### src/rtl/tanh_grad.sv
// tanh backward pass: dx = dy * (1 - y^2) in signed fixed point.
// Three-stage elastic pipeline with a single global stall enable.
module tanh_grad #(
    parameter int unsigned DWIDTH = 16,
    parameter int unsigned FRAC   = 8
) (
    input  logic                     clk,
    input  logic                     xrst,
    input  logic                     in_valid,
    output logic                     in_ready,
    input  logic signed [DWIDTH-1:0] y,
    input  logic signed [DWIDTH-1:0] dy,
    output logic                     out_valid,
    input  logic                     out_ready,
    output logic signed [DWIDTH-1:0] dx
);

    localparam int unsigned PW = 2 * DWIDTH;
    localparam int unsigned GW = DWIDTH + 1;
    localparam int unsigned MW = 2 * DWIDTH + 1;

    localparam logic [PW-1:0]        ONE_SQ = PW'(1) << FRAC;
    localparam logic signed [GW-1:0] ONE_G  = GW'(1) << FRAC;
    localparam logic signed [MW-1:0] DX_MAX = MW'({1'b0, {(DWIDTH-1){1'b1}}});
    localparam logic signed [MW-1:0] DX_MIN = ~DX_MAX;

    logic                     en;
    logic                     v1, v2;
    logic [PW-1:0]            sq1;
    logic signed [DWIDTH-1:0] dy1, dy2;
    logic signed [GW-1:0]     g2;

    logic [PW-1:0]            sq_c;
    logic [PW-1:0]            sh_c;
    logic signed [GW-1:0]     g_c;
    logic signed [MW-1:0]     p_c;
    logic signed [MW-1:0]     ps_c;
    logic signed [DWIDTH-1:0] dx_c;

    assign en       = !out_valid | out_ready;
    assign in_ready = en;

    // y*y is non-negative and always fits the full-width unsigned square
    assign sq_c = PW'(y) * PW'(y);
    assign sh_c = sq1 >> FRAC;

    // Compare before subtracting so large squares cannot wrap into range
    always_comb begin
        g_c = '0;
        if (sh_c < ONE_SQ) begin
            g_c = ONE_G - GW'(sh_c);
        end
    end

    assign p_c  = MW'(dy2) * MW'(g2);
    assign ps_c = p_c >>> FRAC;

    always_comb begin
        dx_c = ps_c[DWIDTH-1:0];
        if (ps_c > DX_MAX) begin
            dx_c = DWIDTH'(DX_MAX);
        end else if (ps_c < DX_MIN) begin
            dx_c = DWIDTH'(DX_MIN);
        end
    end

    // All stages advance together; a full stall freezes data and valids
    always_ff @(posedge clk or negedge xrst) begin
        if (!xrst) begin
            v1        <= 1'b0;
            v2        <= 1'b0;
            out_valid <= 1'b0;
            sq1       <= '0;
            dy1       <= '0;
            dy2       <= '0;
            g2        <= '0;
            dx        <= '0;
        end else if (en) begin
            v1        <= in_valid;
            sq1       <= sq_c;
            dy1       <= dy;
            v2        <= v1;
            g2        <= g_c;
            dy2       <= dy1;
            out_valid <= v2;
            dx        <= dx_c;
        end
    end

endmodule

### config.mk
export PLATFORM = sky130hd
export DESIGN_NAME = tanh_grad
export DESIGN_NICKNAME = d
export VERILOG_FILES = /design/src/rtl/tanh_grad.sv
export SDC_FILE = /design/constraint.sdc
export NUM_CORES = 1
export LEC_CHECK = 0
export CAP_MARGIN = 20
export CORE_ASPECT_RATIO = 0.7
export CORE_MARGIN = 10
export CORE_UTILIZATION = 35
export DETAILED_ROUTE_END_ITERATION = 10
export PLACE_DENSITY = 0.54
export SYNTH_ARGS = -nofsm -noshare
export SYNTH_HDL_FRONTEND = slang
export SYNTH_SLANG_ARGS = --single-unit
export TNS_END_PERCENT = 30
### constraint.sdc
create_clock -name clk -period 9.8 [get_ports clk]
set_input_delay 1.47 -clock clk [delete_from_list [all_inputs] [get_ports clk]]
set_output_delay 1.47 -clock clk [all_outputs]
set_load 0.02 [all_outputs]
After elaboration in Yosys (flattened, before gate mapping)
Cells that the tools add are included.
Operators by class
  add/subtract/negate cells: 1
  $mul: 2
  order comparisons: 3
  mux-type cells: 3
  bitwise logic cells: 1
  reductions and logical operators: 1
Operators by type and width (count)
  16-bit by 17-bit multiplier with 33-bit output: 1
  16-bit by 16-bit multiplier with 32-bit output: 1
  16-bit 2-to-1 mux: 2
  25-bit by 16-bit greater-than comparator with 1-bit output (second input constant): 1
  25-bit by 16-bit < comparator with 1-bit output (second input constant): 1
  24-bit by 9-bit < comparator with 1-bit output (second input constant): 1
  17-bit 2-to-1 mux: 1
  9-bit by 17-bit subtractor with 17-bit output (first input constant): 1
  1-bit logical NOT: 1
  1-bit bitwise OR: 1
Storage, ports and cells
  bits in registers: 100
  bits of input ports: 36
  output and inout bits: 18
  logic and storage cells: 19

Longest topological paths before layout
Gate-level depths: netlist of run 1.
  depth in word-level cells: 4
  mapped depth: 26
  depth with buffers taken out: 25

Worst setup path after synthesis of run 1
OpenSTA, ideal clock, no wires.
  kind: input to register
  start: input port y[15]
  end: register sq1[30]
  setup time: 148 ps
  data arrival time: 7537 ps
  data required time: 9652 ps
  path slack: 2116 ps
  stages on the path: 22
  path buffers: 3
  cells stage by stage: clkbuf_1 -> clkbuf_1 -> nand2_1 -> inv_1 -> fa_1 -> fa_1 -> inv_1 -> fa_1 -> inv_1 -> fa_1 -> fa_1 -> fa_1 -> ha_1 -> clkbuf_1 -> a21oi_1 -> o21ai_0 -> nand3_1 -> nand2_1 -> a221o_1 -> a211oi_1 -> xor2_1 -> a21oi_1
Between the ends
  longest elaborated chain between the ends: 1
Ends and longest elaborated chain
  start: declaration: line 11  | input logic signed [DWIDTH-1:0] y,
  16-bit by 16-bit multiplier with 32-bit output: line 44  | assign sq_c = PW'(y) * PW'(y);
  end signal: assignment: line 80  | sq1 <= sq_c;
  end: declaration: line 29  | logic [PW-1:0] sq1;
Every way passes these cells.
A chain may end at the register's enable or synchronous reset.

Worst setup path after layout of run 1
  start: input port y[4]
  end: register sq1[30]
The elaborated chain is that of the path after synthesis.

==> results of run 1 <==
-- worst register-to-register path, cell delays in order (launching register included) --
cell and delay, ns:
sky130_fd_sc_hd__dfrtp_1 0.79, sky130_fd_sc_hd__nand2_1 0.22, sky130_fd_sc_hd__inv_1 0.17, sky130_fd_sc_hd__fa_1 0.51, sky130_fd_sc_hd__inv_1 0.25, sky130_fd_sc_hd__fa_1 0.45, sky130_fd_sc_hd__inv_1 0.08, sky130_fd_sc_hd__fa_1 0.44
sky130_fd_sc_hd__fa_1 0.52, sky130_fd_sc_hd__fa_1 0.50, sky130_fd_sc_hd__inv_1 0.05, sky130_fd_sc_hd__fa_1 0.54, sky130_fd_sc_hd__inv_1 0.06, sky130_fd_sc_hd__ha_1 0.35, sky130_fd_sc_hd__nand2_1 0.08, sky130_fd_sc_hd__o21bai_2 0.23
sky130_fd_sc_hd__nor3b_1 0.12, sky130_fd_sc_hd__a221oi_4 0.52, sky130_fd_sc_hd__a22oi_2 0.18, sky130_fd_sc_hd__o21ai_1 0.32, sky130_fd_sc_hd__o2111ai_1 0.23, sky130_fd_sc_hd__nor4_4 0.78, sky130_fd_sc_hd__nand3_1 0.20, sky130_fd_sc_hd__a31oi_2 0.20
-- logic make-up (layout without fill, tap and decap cells) --
group                      after synthesis  in the layout  synth area share
and+or+nand+nor                        712            712             0.154
DFF                                     92             92             0.103
AOI/OAI and AO/OA                      162            162            0.0505
buffers and inverters                  658            664             0.113
adders and majority gates              680            680             0.554
xor gates and xnor gates                62             62            0.0252
muxes                                    2              2          0.000896
-- report_power, final --
group | internal [mW] | total (mW) | leakage [nW] | switching, mW
Clock | 0.228 | 0.404 | 0.163 | 0.176
Combinational | 2.50 | 5.63 | 11.0 | 3.13
Sequential | 0.567 | 0.776 | 1.11 | 0.209
-- state kept, by name (all words and copies together), names as in the netlist --
register   count
g2            17
out_valid      1
v2             1
dy2           16
v1             1
dx            16
dy1           16
sq1           24
-- cells in the final DEF (no fill, tap or decap), drive strengths merged, types with 3 or more instances in the layout --
cell type      Yosys  routed
nand3             28      28
xor2              14      14
nor2b              5       5
clkdlybuf4s50      0      52
o31ai              4       4
o211a              3       3
a31oi             21      21
or3                4       4
a21o              18      18
ha               166     166
clkbuf            72       9
or2                9       9
inv              580     584
dfrtp             92      92
o21a               5       5
and2             179     179
xnor2             48      48
a211oi             5       5
nor3              14      14
nand4              6       6
a21oi             47      47
nand2            328     328
nor4               5       5
and3              10      10
nand2b            29      29
o21ai             27      27
nor2              84      84
fa               514     514
a22o              10      10
buf                6      16
-- per-layer routing --
metal,share of wire,vias to the layer above,track usage
li1,-,6985,-
met1,0.51,7835,0.221
met2,0.44,258,0.214
met3,0.045,25,0.0253
met4,0.0064,0,0.0163
met5,0,-,0
-- stage by stage --
stage / hold slack (ns) / total power, mW / instances / utilization / instance area, um^2
5_1_grt: 0.490 / 7.70 / 3203 / 0.380 / 24000
3_3_place_gp: 0.443 / 6.39 / 3186 / 0.375 / 23700
6_report: 0.463 / 6.81 / 3203 / 0.380 / 24000
2_1_floorplan: 0.430 / 5.14 / 2368 / - / 22300
4_1_cts: 0.465 / 6.90 / 3203 / 0.380 / 24000
3_5_place_dp: 0.447 / 6.45 / 3187 / 0.375 / 23700
-- cell type report --
cell class	instances	area share
Clock buffer	9	0.00938
Clock inverter	7	0.00427
Inverter	580	0.0907
Multi-Input combinational cell	1618	0.730
Sequential cell	92	0.0959
Tap cell	829	0.0432
Timing Repair Buffer	68	0.0267
-- worst max-delay path by stage --
stage	slack (ns)	depth (start not counted)	start	endpoint
finish	1.46	20	y[4]	sq1[30]
floorplan	2.12	22	y[15]	sq1[30]
global route	0.95	20	y[4]	sq1[30]
global placement	1.17	20	y[4]	sq1[30]
detailed placement	1.08	20	y[4]	sq1[30]
CTS	1.47	20	y[4]	sq1[30]
==> out/metrics.cfg, run 1 <==
[run_status]
outcome = completed

[job]
max_cap_viol_count = 0

[grt]
grt_antenna_before_repair = 0
grt-ovfl-total = 0
grt_start_max_net_pins = 59
grt_pass1_wl_um = 86700
globalRouteTotalUtil = 0.144
first_global_vias = 16500

[logic_synthesis]
most_common_library_cells_after_synthesis = sky130_fd_sc_hd__inv_1 (579), sky130_fd_sc_hd__fa_1 (514), sky130_fd_sc_hd__nand2_1 (328), sky130_fd_sc_hd__and2_1 (179), sky130_fd_sc_hd__ha_1 (166)
asr_flop_ratio_synth = 1.00
synth-edff-count = 0
ys_ff_latch = 92
synth_largest_type_area_fraction = 0.461
synth.avg_cell_area_um2 = 9.43
synth_most_common_cell = sky130_fd_sc_hd__inv_1
syn_inst = 2368
synth_cell_types = 69
yosys_warnings = 0
synth_top_cell_by_area = sky130_fd_sc_hd__fa_1
syn-num-nets = 3084
post_synth_main_area_contributors = sky130_fd_sc_hd__fa_1 (46%), sky130_fd_sc_hd__dfrtp_1 (10%), sky130_fd_sc_hd__inv_1 (9.7%)
ys_seq_area_frac = 0.103
synthFlopType = sky130_fd_sc_hd__dfrtp_1
synth_cell_area_um2 = 22300

[cts]
cts.sinks = 92
postCtsHoldBufs = 0
cts_buffer_depth = 2
cts_max_level = 3
total_clock_buffers_created_by_cts = 9
postCtsSetupBuffers = 0
worst_setup_hold_path_clk_slew_ns = 0.07
clock_latency_ns = 0.37
cts_tree = yes
post_cts.resized_instances = 0
ctsRootBufferMaster = sky130_fd_sc_hd__clkbuf_16

[drt]
wl_um = 51300
detail_route.first_pass.iterations = 4
drc = 0
vias = 15100
dr_vias_cell = 4.72
postRouteAntennaNets = 0
route.detailed.wl_per_inst_um = 16.0
dr.first_iter.drc_count = 891

[setup_path]
critical-path-top-delay-family = adder cells
timing.setup.critical_path_class = input pin to flop
worstPathCellList = clkdlybuf4s50_1 > inv_1 > nor2_1 > fa_1 > fa_1 > inv_1 > fa_1 > inv_1 > fa_1 > fa_1 > fa_1 > ha_1 > a21oi_1 > o21ai_0 > nand3_1 > nand2_1 > a221o_1 > a211oi_1 > xor2_1 > a21oi_1
rr_worst_depth = 23
timing.rr.end = dx[5]
cp.buffers_inverters = 4
crit_path_max_incr_delay_ns = 0.82
cp.arrival_ns = 8.57
critical_path_peak_fanout = 13
timing.critical_path.from_type = input pin
crit_required_ns = 10.03
most_prevalent_standard_cell_on_the_critical_path = sky130_fd_sc_hd__fa_1
reg2reg_from = dy2[1]
setup.worst_path.end_class = flop
r2r_setup_slack_ns = 1.90
cp_slowest_cell = sky130_fd_sc_hd__fa_1

[placement]
port_buffers = 53
gpl.final_weighted_congestion = 0.892
pre_cts_ws_ns = 1.08
dp_hpwl_um = 43700

[die]
row_cnt = 77
chipHeight_um = 231
die_width_um = 322
core_box_area_um2 = 63200
design.die.area_um2 = 74500
starting_density = 0.353
pin_count = 54

[timing]
final-setup-viol-count = 0
drv_slew = 0
period_utilization_post_route = 0.851
setup-tns-final_ns = 0
slew_headroom = 0.326
rsz0062_at_grt = false
finalHoldViolations = 0
timing.fmax_ghz = 0.120
final_worst_clock_skew_ns = 0.0121
timing_worst_slew_pin_value_ns = 1.00
finalWorstSetupSlack_ns = 1.46
period_minus_slack_ns = 8.34

[finish]
flow.area_growth_from_synthesis_pct = 7.50
sequential_cell_area_um2 = 2300
multi_input_comb_area_um2 = 17500
layout.nets = 3085
post_route_cells_drive_above_1_share = 0.0295
num-fill-cells = 6374
antenna-diode-count = 0

[min_path]
hold-path-cell-count = 2
hp-class = flop to flop
holdPathEnd = v2
hold_path_startpoint = v2

[power_and_ir_drop]
power-per-cell-area_nw_per_um2 = 284
static_leak_nw = 12.3
peakVddDrop_mv = 0.490

(Power assumes the default switching activity.)
==> inputs of run 2 (changes only) <==
--- a/config.mk
+++ b/config.mk
@@ -10,6 +10,7 @@
 export CORE_MARGIN = 10
 export CORE_UTILIZATION = 35
 export DETAILED_ROUTE_END_ITERATION = 10
+export MAX_ROUTING_LAYER = met4
 export PLACE_DENSITY = 0.54
 export SYNTH_ARGS = -nofsm -noshare
 export SYNTH_HDL_FRONTEND = slang
==> run 2 against run 1 <==
Routed wire length rose by 0.17%. Combinational power about the same. Total power hardly changed. Worst hold slack better by 0.0010 ns. Register-to-register slack hardly changed. First-iteration DRC count is 3.7% higher. Highest routed layer unchanged.
==> out/metrics.cfg, run 2 (synthesis gave the netlist of run 1 again) <==
[finish]
flow.area_growth_from_synthesis_pct = 7.50
leading_cell_type_in_the_layout_fill_and_taps_excluded = sky130_fd_sc_hd__inv_1
top_register_by_number_of_flip_flops = sq1
layout.nets = 3085
largest_register_ff_count = 24
reg.largest.list = sq1 x24, g2 x17
finalNonFillerCells = 3203
multi_input_comb_area_um2 = 17500
mostFrequentLayoutCells = sky130_fd_sc_hd__inv_1 (579), sky130_fd_sc_hd__fa_1 (514), sky130_fd_sc_hd__nand2_1 (328)
num-fill-cells = 6374
utilization = 0.380
antenna-diode-count = 0
sequential_cell_area_um2 = 2300
post_route_cells_drive_above_1_share = 0.0295

[setup_path]
rr_worst_depth = 23
crit_required_ns = 10.03
setup.worst_path.end_class = flop
timing.critical_path.from_type = input pin
critical_path_peak_fanout = 13
r2r_setup_slack_ns = 1.91
cp.arrival_ns = 8.60
reg2reg_from = dy2[1]
worstSetupStartpoint = y[4]
timing.rr.end = dx[5]
timing.setup.critical_path_class = input pin to flop
crit_path_end = sq1[30]

[drt]
met2_wirelength_um = 22500
wl_um = 51400
detail_route.first_pass.iterations = 5
route.detailed.wl_per_inst_um = 16.1
dr.first_iter.drc_count = 924
vias = 15100
route.top_layer_used = met4
routedLengthMet1_um = 26600
route.met3.wl_um = 2080
dr_vias_cell = 4.72
drc = 0
postRouteAntennaNets = 0

[cts]
cts_tree = yes
clock_latency_ns = 0.37
cts_max_level = 3
ctsRootBufferMaster = sky130_fd_sc_hd__clkbuf_16
postCtsSetupBuffers = 0
postCtsHoldBufs = 0
total_clock_buffers_created_by_cts = 9
cts.sinks = 92
post_cts.resized_instances = 0
cts_buffer_depth = 2
worst_setup_hold_path_clk_slew_ns = 0.07

[timing]
rsz0062_at_grt = false
period_utilization_post_route = 0.854
finalHoldViolations = 0
hold_slack_ns = 0.464
setup-tns-final_ns = 0
final_worst_clock_skew_ns = 0.0109
slew_headroom = 0.326
timing.fmax_ghz = 0.120
final-setup-viol-count = 0
period_minus_slack_ns = 8.37
drv_slew = 0
timing_worst_slew_pin_value_ns = 1.00

[placement]
port_buffers = 53
gpl.final_weighted_congestion = 0.907
dp_hpwl_um = 43700
dp_cells = 3187

[power_and_ir_drop]
peakVddDrop_mv = 0.490
power-per-cell-area_nw_per_um2 = 284
static_leak_nw = 12.3

[run_status]
outcome = completed

[min_path]
hp-class = flop to flop

[job]
max_cap_viol_count = 0

[die]
design.die.area_um2 = 74500
row_cnt = 77
starting_density = 0.353
pin_count = 54
chipHeight_um = 231
die_width_um = 322
core_box_area_um2 = 63200

[grt]
first_global_vias = 16500
globalRouteTotalUtil = 0.148
grt_antenna_before_repair = 0
grt-ovfl-total = 0
grt_pass1_wl_um = 86700
grt_start_max_net_pins = 59

## run 2: cell counts in the layout (fill, tap and decap cells not counted)
No cell type changed its count.
## run 2: final cells by class
cell class / instances / area share
clock buffers: 9 / 0.00938
clock inverters: 7 / 0.00427
inverters: 580 / 0.0907
multi-input cells: 1618 / 0.730
flip-flops and latches: 92 / 0.0959
well taps: 829 / 0.0432
repair buffers: 68 / 0.0267
## run 2: metal layers
layer	global-route usage	vias to the layer above
li1	-	6993
met1	0.222	7862
met2	0.214	240
met3	0.0239	19
met4	0.0163	0
met5	-	-
## run 2: through the flow
step	cell area [um^2]	setup slack, ns	total power [mW]
final	24000	1.43	6.81
after global routing	24000	0.951	7.70
after CTS	24000	1.47	6.90
after detailed placement	23700	1.08	6.45
after global placement	23700	1.17	6.39
after floorplan	22300	2.12	5.14
## run 2: worst min path at each step
stage                     depth (start not counted)  startpoint  end  slack (ns)
after floorplan                                   2          v2   v2        0.43
after global placement                            2          v2   v2        0.44
after detailed placement                          2          v2   v2        0.45
after CTS                                         2          v2   v2        0.47
after global routing                              2          v2   v2        0.49
final                                             2          v2   v2        0.46
## run 2: where the power goes
group          internal, mW  switching [mW]
clock                 0.228           0.175
combinational          2.50            3.13
sequential            0.567           0.210
total                  3.30            3.51
## run 2: worst max-delay path, stage by stage
cell	delay, ns
sky130_fd_sc_hd__clkdlybuf4s50_1	0.79
sky130_fd_sc_hd__inv_1	0.32
sky130_fd_sc_hd__nor2_1	0.40
sky130_fd_sc_hd__fa_1	0.56
sky130_fd_sc_hd__fa_1	0.83
sky130_fd_sc_hd__inv_1	0.25
sky130_fd_sc_hd__fa_1	0.57
sky130_fd_sc_hd__inv_1	0.05
sky130_fd_sc_hd__fa_1	0.46
sky130_fd_sc_hd__fa_1	0.51
sky130_fd_sc_hd__fa_1	0.49
sky130_fd_sc_hd__ha_1	0.40
sky130_fd_sc_hd__a21oi_1	0.15
sky130_fd_sc_hd__o21ai_0	0.11
sky130_fd_sc_hd__nand3_1	0.09
sky130_fd_sc_hd__nand2_1	0.07
sky130_fd_sc_hd__a221o_1	0.42
sky130_fd_sc_hd__a211oi_1	0.37
sky130_fd_sc_hd__xor2_1	0.18
sky130_fd_sc_hd__a21oi_1	0.08
